==> src/rtl/data_mem_loader.sv <==
// Byte-stream loader for data memory: packs bytes little-endian into 32-bit words and writes them.
// Optional LOADER_CHECKSUM_EN adds a 16-bit running sum of accepted bytes.
module data_mem_loader #(
    parameter int DATA_WIDTH    = 32,
    parameter int ADDRESS_WIDTH = 20,
    parameter int MEM_SIZE      = 16384
) (
    input  logic                     clk,
    input  logic                     rst,
    input  logic                     start,
    input  logic [ADDRESS_WIDTH-1:0] base_addr,
    input  logic [ADDRESS_WIDTH-1:0] length,
    input  logic                     in_valid,
    input  logic [7:0]               in_byte,
    output logic                     in_ready,
    output logic                     mem_we,
    output logic                     mem_be,
    output logic [ADDRESS_WIDTH-1:0] mem_address,
    output logic [DATA_WIDTH-1:0]    mem_write_data,
    output logic                     busy,
    output logic                     done,
    output logic                     error,
    output logic [ADDRESS_WIDTH-1:0] byte_count
`ifdef LOADER_CHECKSUM_EN
    ,
    output logic [15:0]              checksum
`endif
);

    typedef enum logic [1:0] {IDLE, LOAD, WRITE, FINISH} state_t;

    localparam logic [ADDRESS_WIDTH-1:0] MEM_LIMIT = ADDRESS_WIDTH'(MEM_SIZE);

    state_t                   state, next_state;
    logic [ADDRESS_WIDTH-1:0] pointer, len_q, aligned_base, next_pointer;
    logic [1:0]               lane;
    logic [DATA_WIDTH-1:0]    packer;
    logic                     xfer, last_byte, base_oob, next_oob;

    assign aligned_base = base_addr & ~ADDRESS_WIDTH'(3);
    assign next_pointer = pointer + ADDRESS_WIDTH'(4);
    assign base_oob     = aligned_base >= MEM_LIMIT;
    assign next_oob     = next_pointer >= MEM_LIMIT;
    // Handshake qualified by state directly so the FSM block has no combinational loop through in_ready.
    assign xfer         = in_valid && (state == LOAD);
    assign last_byte    = (byte_count + ADDRESS_WIDTH'(1)) == len_q;

    assign mem_be         = 1'b0;
    assign mem_address    = pointer;
    assign mem_write_data = packer;

    always_ff @(posedge clk) begin
        if (rst) state <= IDLE;
        else     state <= next_state;
    end

    // NOTE: every output of this block gets a default first, so no path can infer a latch.
    always_comb begin
        next_state = state;
        in_ready   = 1'b0;
        mem_we     = 1'b0;
        busy       = 1'b0;
        done       = 1'b0;
        case (state)
            IDLE: begin
                if (start) begin
                    if (length == '0)   next_state = FINISH;
                    else if (!base_oob) next_state = LOAD;
                end
            end
            LOAD: begin
                in_ready = 1'b1;
                busy     = 1'b1;
                if (xfer && (lane == 2'd3 || last_byte)) next_state = WRITE;
            end
            WRITE: begin
                mem_we = 1'b1;
                busy   = 1'b1;
                if (byte_count == len_q) next_state = FINISH;
                else if (next_oob)       next_state = IDLE;
                else                     next_state = LOAD;
            end
            FINISH: begin
                done       = 1'b1;
                next_state = IDLE;
            end
            default: next_state = IDLE;
        endcase
    end

    // NOTE: sequential state uses non-blocking assignments so every register samples pre-edge values.
    always_ff @(posedge clk) begin
        if (rst) begin
            pointer    <= '0;
            len_q      <= '0;
            byte_count <= '0;
            lane       <= '0;
            packer     <= '0;
            error      <= 1'b0;
`ifdef LOADER_CHECKSUM_EN
            checksum   <= '0;
`endif
        end else begin
            case (state)
                IDLE: begin
                    if (start) begin
                        pointer    <= aligned_base;
                        len_q      <= length;
                        byte_count <= '0;
                        lane       <= '0;
                        packer     <= '0;
                        error      <= (length != '0) && base_oob;
`ifdef LOADER_CHECKSUM_EN
                        checksum   <= '0;
`endif
                    end
                end
                LOAD: begin
                    if (xfer) begin
                        packer[{lane, 3'b000} +: 8] <= in_byte;
                        lane       <= lane + 2'd1;
                        byte_count <= byte_count + ADDRESS_WIDTH'(1);
`ifdef LOADER_CHECKSUM_EN
                        checksum   <= checksum + {8'h00, in_byte};
`endif
                    end
                end
                WRITE: begin
                    packer  <= '0;
                    lane    <= '0;
                    pointer <= next_pointer;
                    if (byte_count != len_q && next_oob) error <= 1'b1;
                end
                default: ;
            endcase
        end
    end

endmodule

==> config.mk <==
export PLATFORM = sky130hd
export DESIGN_NAME = data_mem_loader
export DESIGN_NICKNAME = d
export VERILOG_FILES = /design/src/rtl/data_mem_loader.sv
export SDC_FILE = /design/constraint.sdc
export NUM_CORES = 1
export LEC_CHECK = 0
export CORE_MARGIN = 2
export CORE_UTILIZATION = 54
export DETAILED_ROUTE_END_ITERATION = 7
export PLACE_DENSITY = 0.86
export SYNTH_ARGS = -nofsm -noshare
export SYNTH_HDL_FRONTEND = slang
export SYNTH_SLANG_ARGS = --single-unit
==> constraint.sdc <==
create_clock -name clk -period 4.7 [get_ports clk]
set_input_delay 0.47 -clock clk [delete_from_list [all_inputs] [get_ports clk]]
set_output_delay 0.47 -clock clk [all_outputs]
set_load 0.05 [all_outputs]
==> impl_metrics.yaml, run 1 <==
sta:
  maxSlewHeadroom_pct: 16.5
  setup_tns_ns: 0
  clock.fmax_ghz: 0.314
  period_share_pct: 67.7
  whs_ns: 0.459
  setup_viol: 0
  rsz0062_at_grt: "false"
  fin_crit_ns: 3.18
  final-max-slew-violation-count: 0
  max_slew.worst_pin.slew_ns: 1.25
  hold_viol_final: 0
  finClkSkew_ns: 0.00938
min_path:
  min_path_type: "reg -> reg"
grt:
  antenna_found_initial: 0
  grt_pass1_wl_mm: 24.2
  grt_max_degree: 60
  grt_pass1_vias: 5059
  gr-total-overflow: 0
  grtUsageTotal_pct: 28.9
pwr:
  p_leak_uw: 0.00226
  finalPower_uw: 2480
  power.density_nw_per_um2: 369
  peakVddDrop_mv: 0.215
clock_tree:
  post_cts_resized: 0
  insertion_delay_ns: 0.39
  cts_setup_buffers: 0
  postCtsHoldBufs: 0
  cts.sinks: 95
  clockBufferDepth: 2
  cts-root-buf: "clkbuf_8"
  cts_made_buffers: 9
  tritoncts: "yes"
  clkTransAtPathRegs_ns: 0.10
  cts_max_level: 3
logic_synthesis:
  ys_seq_area_share_pct: 35.8
  yosys_warnings: 0
  netlist_area_um2: 5320
  yosys.area.top_type_share_pct: 35.8
  synthDistinctLibCells: 58
  synthArstFlopShare_pct: 0
  yosys.area.top_type: "dfxtp_1"
  synth_edf_count: 0
  syn_avg_cell_area_um2: 7.52
  synth-seq-cells: 95
  synth_ff_type: "dfxtp_1"
  syn_inst: 707
  netlist_top_cells_area: "dfxtp_1, nand2_1, a21oi_1, nand3_1, nor2_1"
layout:
  layout_commonest_cell: "clkdlybuf4s50_1"
  nets: 862
  area_delta_synth_final_pct: 26.2
  layout-drive-gt1-share_pct: 4.24
  final_cell_mix: "clkdlybuf4s50_1, nand2_1, dfxtp_1"
  antenna_cells: 0
  nFillCells: 859
  finalNonFillerCells: 935
drt:
  remaining_drc_errors: 0
  firstDrtPassIters: 5
  wl_met3_mm: 1.22
  wire_per_inst_um: 16.5
  first_iter_violations: 412
  met2WireLength_mm: 7.41
  top_layer: "met4"
  drt-vias-per-instance: 6.05
  met1Wirelength_mm: 6.42
  ant_nets: 0
  wl_mm: 15.4
  vias: 5656
critical_path:
  cp_max_fo: 9
  required_ns: 5.02
  cp-end-kind: "flop"
  cp-start-kind: "flop"
  arrival_ns: 3.50
  worstSetupPathType: "reg -> reg"
floorplan:
  core_area_um2: 9680
  placementRows: 36
  die_w_um: 103
  dieArea_um2: 10700
  ios: 130
  start_util_pct: 54.9
  die_h_um: 103
flow_run:
  cap_violations: 0
place:
  place.gp.congestion: 0.953
  dpl.cell_count: 919
  portBuffers: 124
  hpwl_mm: 11.2
outcome:
  outcome: "finished clean"
[sequential cells by signal, indices dropped and copies added (netlist names)]
signal / cells
mem_address: 18
state: 2
mem_write_data: 32
byte_count: 20
len_q: 20
lane: 2
error: 1
[path summary, 6_finish.rpt]
path	startpoint	to	slack, ns	cells past startpoint
setup / recovery	byte_count[0]	state[1]	1.52	8
hold / removal	mem_write_data[2]	mem_write_data[2]	0.46	2
setup reg to reg	byte_count[0]	state[1]	1.52	8
hold reg to reg	mem_write_data[2]	mem_write_data[2]	0.46	2
[report_power, final]
part,switching [µW],internal (µW),total (µW)
registers,87.7,876,963
logic,666,322,987
clock network,325,203,529
[kinds of logic after synthesis]
group	share of synthesized area, %
mux	1.15
simple gates	29.2
compound gates	20.7
flops	35.8
fa+ha+maj	3.06
other cells	0.0705
xor+xnor	4.78
buf+inv	5.27
[cell type report]
type | count | area [µm²] | share of cell area, %
Tap cell | 133 | 166 | 2.48
Clock buffer | 9 | 124 | 1.85
Multi-Input combinational cell | 550 | 3150 | 46.9
Clock inverter | 7 | 62.6 | 0.932
Timing Repair Buffer | 127 | 1260 | 18.8
Sequential cell | 95 | 1900 | 28.3
Inverter | 14 | 52.6 | 0.783
[metrics by stage]
| stage | utilization [%] | instance area (µm²) | setup WS, ns |
|---|---|---|---|
| floorplan | - | 5320 | 1.64 |
| global placement | 67.4 | 6530 | 1.73 |
| detailed placement | 67.4 | 6530 | 1.58 |
| CTS | 69.3 | 6710 | 1.54 |
| global route | 69.3 | 6710 | 1.34 |
| finish | 69.3 | 6710 | 1.52 |
[worst max-delay path, stage by stage, from the launching register on]
cell and delay, ns:
dfxtp_1 0.53, ha_1 0.40, nand3_4 0.18, or4_1 0.67, mux2_1 0.36, o31ai_1 0.34, a22o_1 0.23, o31a_1 0.19
mux2i_1 0.22
[layer usage]
metal  global-route usage, %  vias to the layer above
li1                        -                     2711
met1                    37.6                     2653
met2                    48.1                      259
met3                    4.64                       33
met4                    11.4                        0
met5                       0                        -
[synth_stat cells (all sizes together) (5+ instances only)]
cell type / instances
and3: 8
a211oi: 9
a311oi: 11
inv: 13
nand2: 118
o22ai: 5
nor2: 52
dfxtp: 95
and2: 7
xnor2: 15
or2: 6
nand4: 15
ha: 13
a22oi: 14
xor2: 14
mux2i: 5
nor4: 16
a31oi: 8
buf: 15
clkbuf: 35
or4: 5
a21oi: 79
o21ai: 32
nand3: 58
nor3: 15
(Power assumes the default switching activity.)
==> run 2: changes to the inputs <==
- CORE_UTILIZATION: 54 -> 50
- PLACE_DENSITY: 0.86 -> 0.81
- clock period: 4.7 -> 3 ns (I/O delays scaled with it)
==> impl_metrics.yaml, run 2 (same netlist as run 1, synthesis figures left out) <==
outcome:
  outcome: "finished clean"
layout:
  layout-drive-gt1-share_pct: 6.82
  nFillCells: 898
  largest_register_ffs: 32
  area_delta_synth_final_pct: 29.5
  nets: 881
  regArea_um2: 1900
  layout_commonest_cell: "clkdlybuf4s50_1"
  antenna_cells: 0
  multiInputGateArea_um2: 3150
  finalNonFillerCells: 957
  final_cell_mix: "clkdlybuf4s50_1, nand2_1, dfxtp_1"
clock_tree:
  clkTransAtPathRegs_ns: 0.11
  post_cts_resized: 0
  cts_max_level: 3
  cts.sinks: 95
  postCtsHoldBufs: 0
  cts_setup_buffers: 0
  cts-root-buf: "clkbuf_8"
  tritoncts: "yes"
  cts_made_buffers: 9
  clockBufferDepth: 2
  insertion_delay_ns: 0.38
grt:
  grt_max_degree: 38
  grtUsageTotal_pct: 26.5
  grt_pass1_vias: 5048
  gr-total-overflow: 0
  antenna_found_initial: 0
  grt_pass1_wl_mm: 24.4
sta:
  setup_viol: 0
  hold_viol_final: 0
  clock.fmax_ghz: 0.358
  finClkSkew_ns: 0.0126
  maxSlewHeadroom_pct: 42.6
  fin_ws_ns: 0.209
  final-max-slew-violation-count: 0
  fin_crit_ns: 2.79
  rsz0062_at_grt: "false"
  max_slew.worst_pin.slew_ns: 0.854
  period_share_pct: 93.0
  setup_tns_ns: 0
critical_path:
  required_ns: 3.31
  slowest_stage: "or4_1"
  cp_max_fo: 9
  cp-start-kind: "flop"
  cp_num_buf_inv: 0
  cp-end-kind: "flop"
  path_cells: "ha_2 -> nand3_4 -> or4_1 -> mux2_1 -> o31ai_1 -> a22o_1 -> o31a_1 -> mux2i_1"
  cp_top_family: "simple AND/OR/NAND/NOR gates"
  cpPeakStageDelay_ns: 0.66
  worstSetupPathType: "reg -> reg"
  arrival_ns: 3.10
floorplan:
  core_area_um2: 10300
  die_w_um: 107
  dieArea_um2: 11500
  start_util_pct: 51.5
  die_h_um: 107
  placementRows: 37
  ios: 130
drt:
  drt-vias-per-instance: 5.82
  ant_nets: 0
  firstDrtPassIters: 5
  vias: 5567
  wire_per_inst_um: 16.0
  first_iter_violations: 269
  remaining_drc_errors: 0
  wl_mm: 15.3
flow_run:
  cap_violations: 0
place:
  dp_slack_ns: 0.165
  dpl.cell_count: 941
  portBuffers: 124
  hpwl_mm: 11.6
  place.gp.congestion: 0.944
pwr:
  power.density_nw_per_um2: 575
  finalPower_uw: 3960
  p_leak_uw: 0.00237
  peakVddDrop_mv: 0.322
min_path:
  min_path_type: "reg -> reg"
run 2: cell type report:
cell class / count / area share, %
sequential: 95 / 27.7
timing repair buffer: 146 / 20.5
inverter: 14 / 0.763
clock buffer: 10 / 2.00
clock inverter: 6 / 0.836
multi-input combinational: 550 / 45.7
tap: 136 / 2.47
run 2: final timing paths:
| check | start | to | slack (ns) | cells after the start |
|---|---|---|---|---|
| setup reg to reg | byte_count[0] | state[1] | 0.21 | 8 |
| hold / removal | mem_write_data[9] | mem_write_data[9] | 0.46 | 2 |
| hold reg to reg | mem_write_data[9] | mem_write_data[9] | 0.46 | 2 |
| setup / recovery | byte_count[0] | state[1] | 0.21 | 8 |
run 2: per-stage QoR:
stage	util [%]	hold WS (ns)	instance area, µm²
2_1_floorplan	-	0.436	5330
3_3_place_gp	64.8	0.440	6690
6_report	66.7	0.457	6880
4_1_cts	66.7	0.455	6880
3_5_place_dp	64.8	0.445	6690
5_1_grt	66.7	0.471	6880
run 2: where the power goes:
group | internal, µW | switching (µW)
Clock | 345 | 516
Combinational | 549 | 1040
Sequential | 1370 | 134
run 2: tightest hold or removal path, cell delays in order, from the launching register on:
cell	delay (ns)
dfxtp_1	0.32
nand2_1	0.05
a21oi_1	0.05
run 2: layer usage:
metal | GRT usage, % | share of wire (%) | up-vias
li1 | - | - | 2736
met1 | 35.2 | 45 | 2593
met2 | 44.2 | 47 | 211
met3 | 3.22 | 6.0 | 27
met4 | 9.55 | 2.3 | 0
met5 | 0 | 0 | -
==> run 3: changes to the inputs <==
- CTS_CLUSTER_SIZE: default -> 10
==> results of run 3 <==
No change in the layout: final DEF, timing and power equal those of run 2.
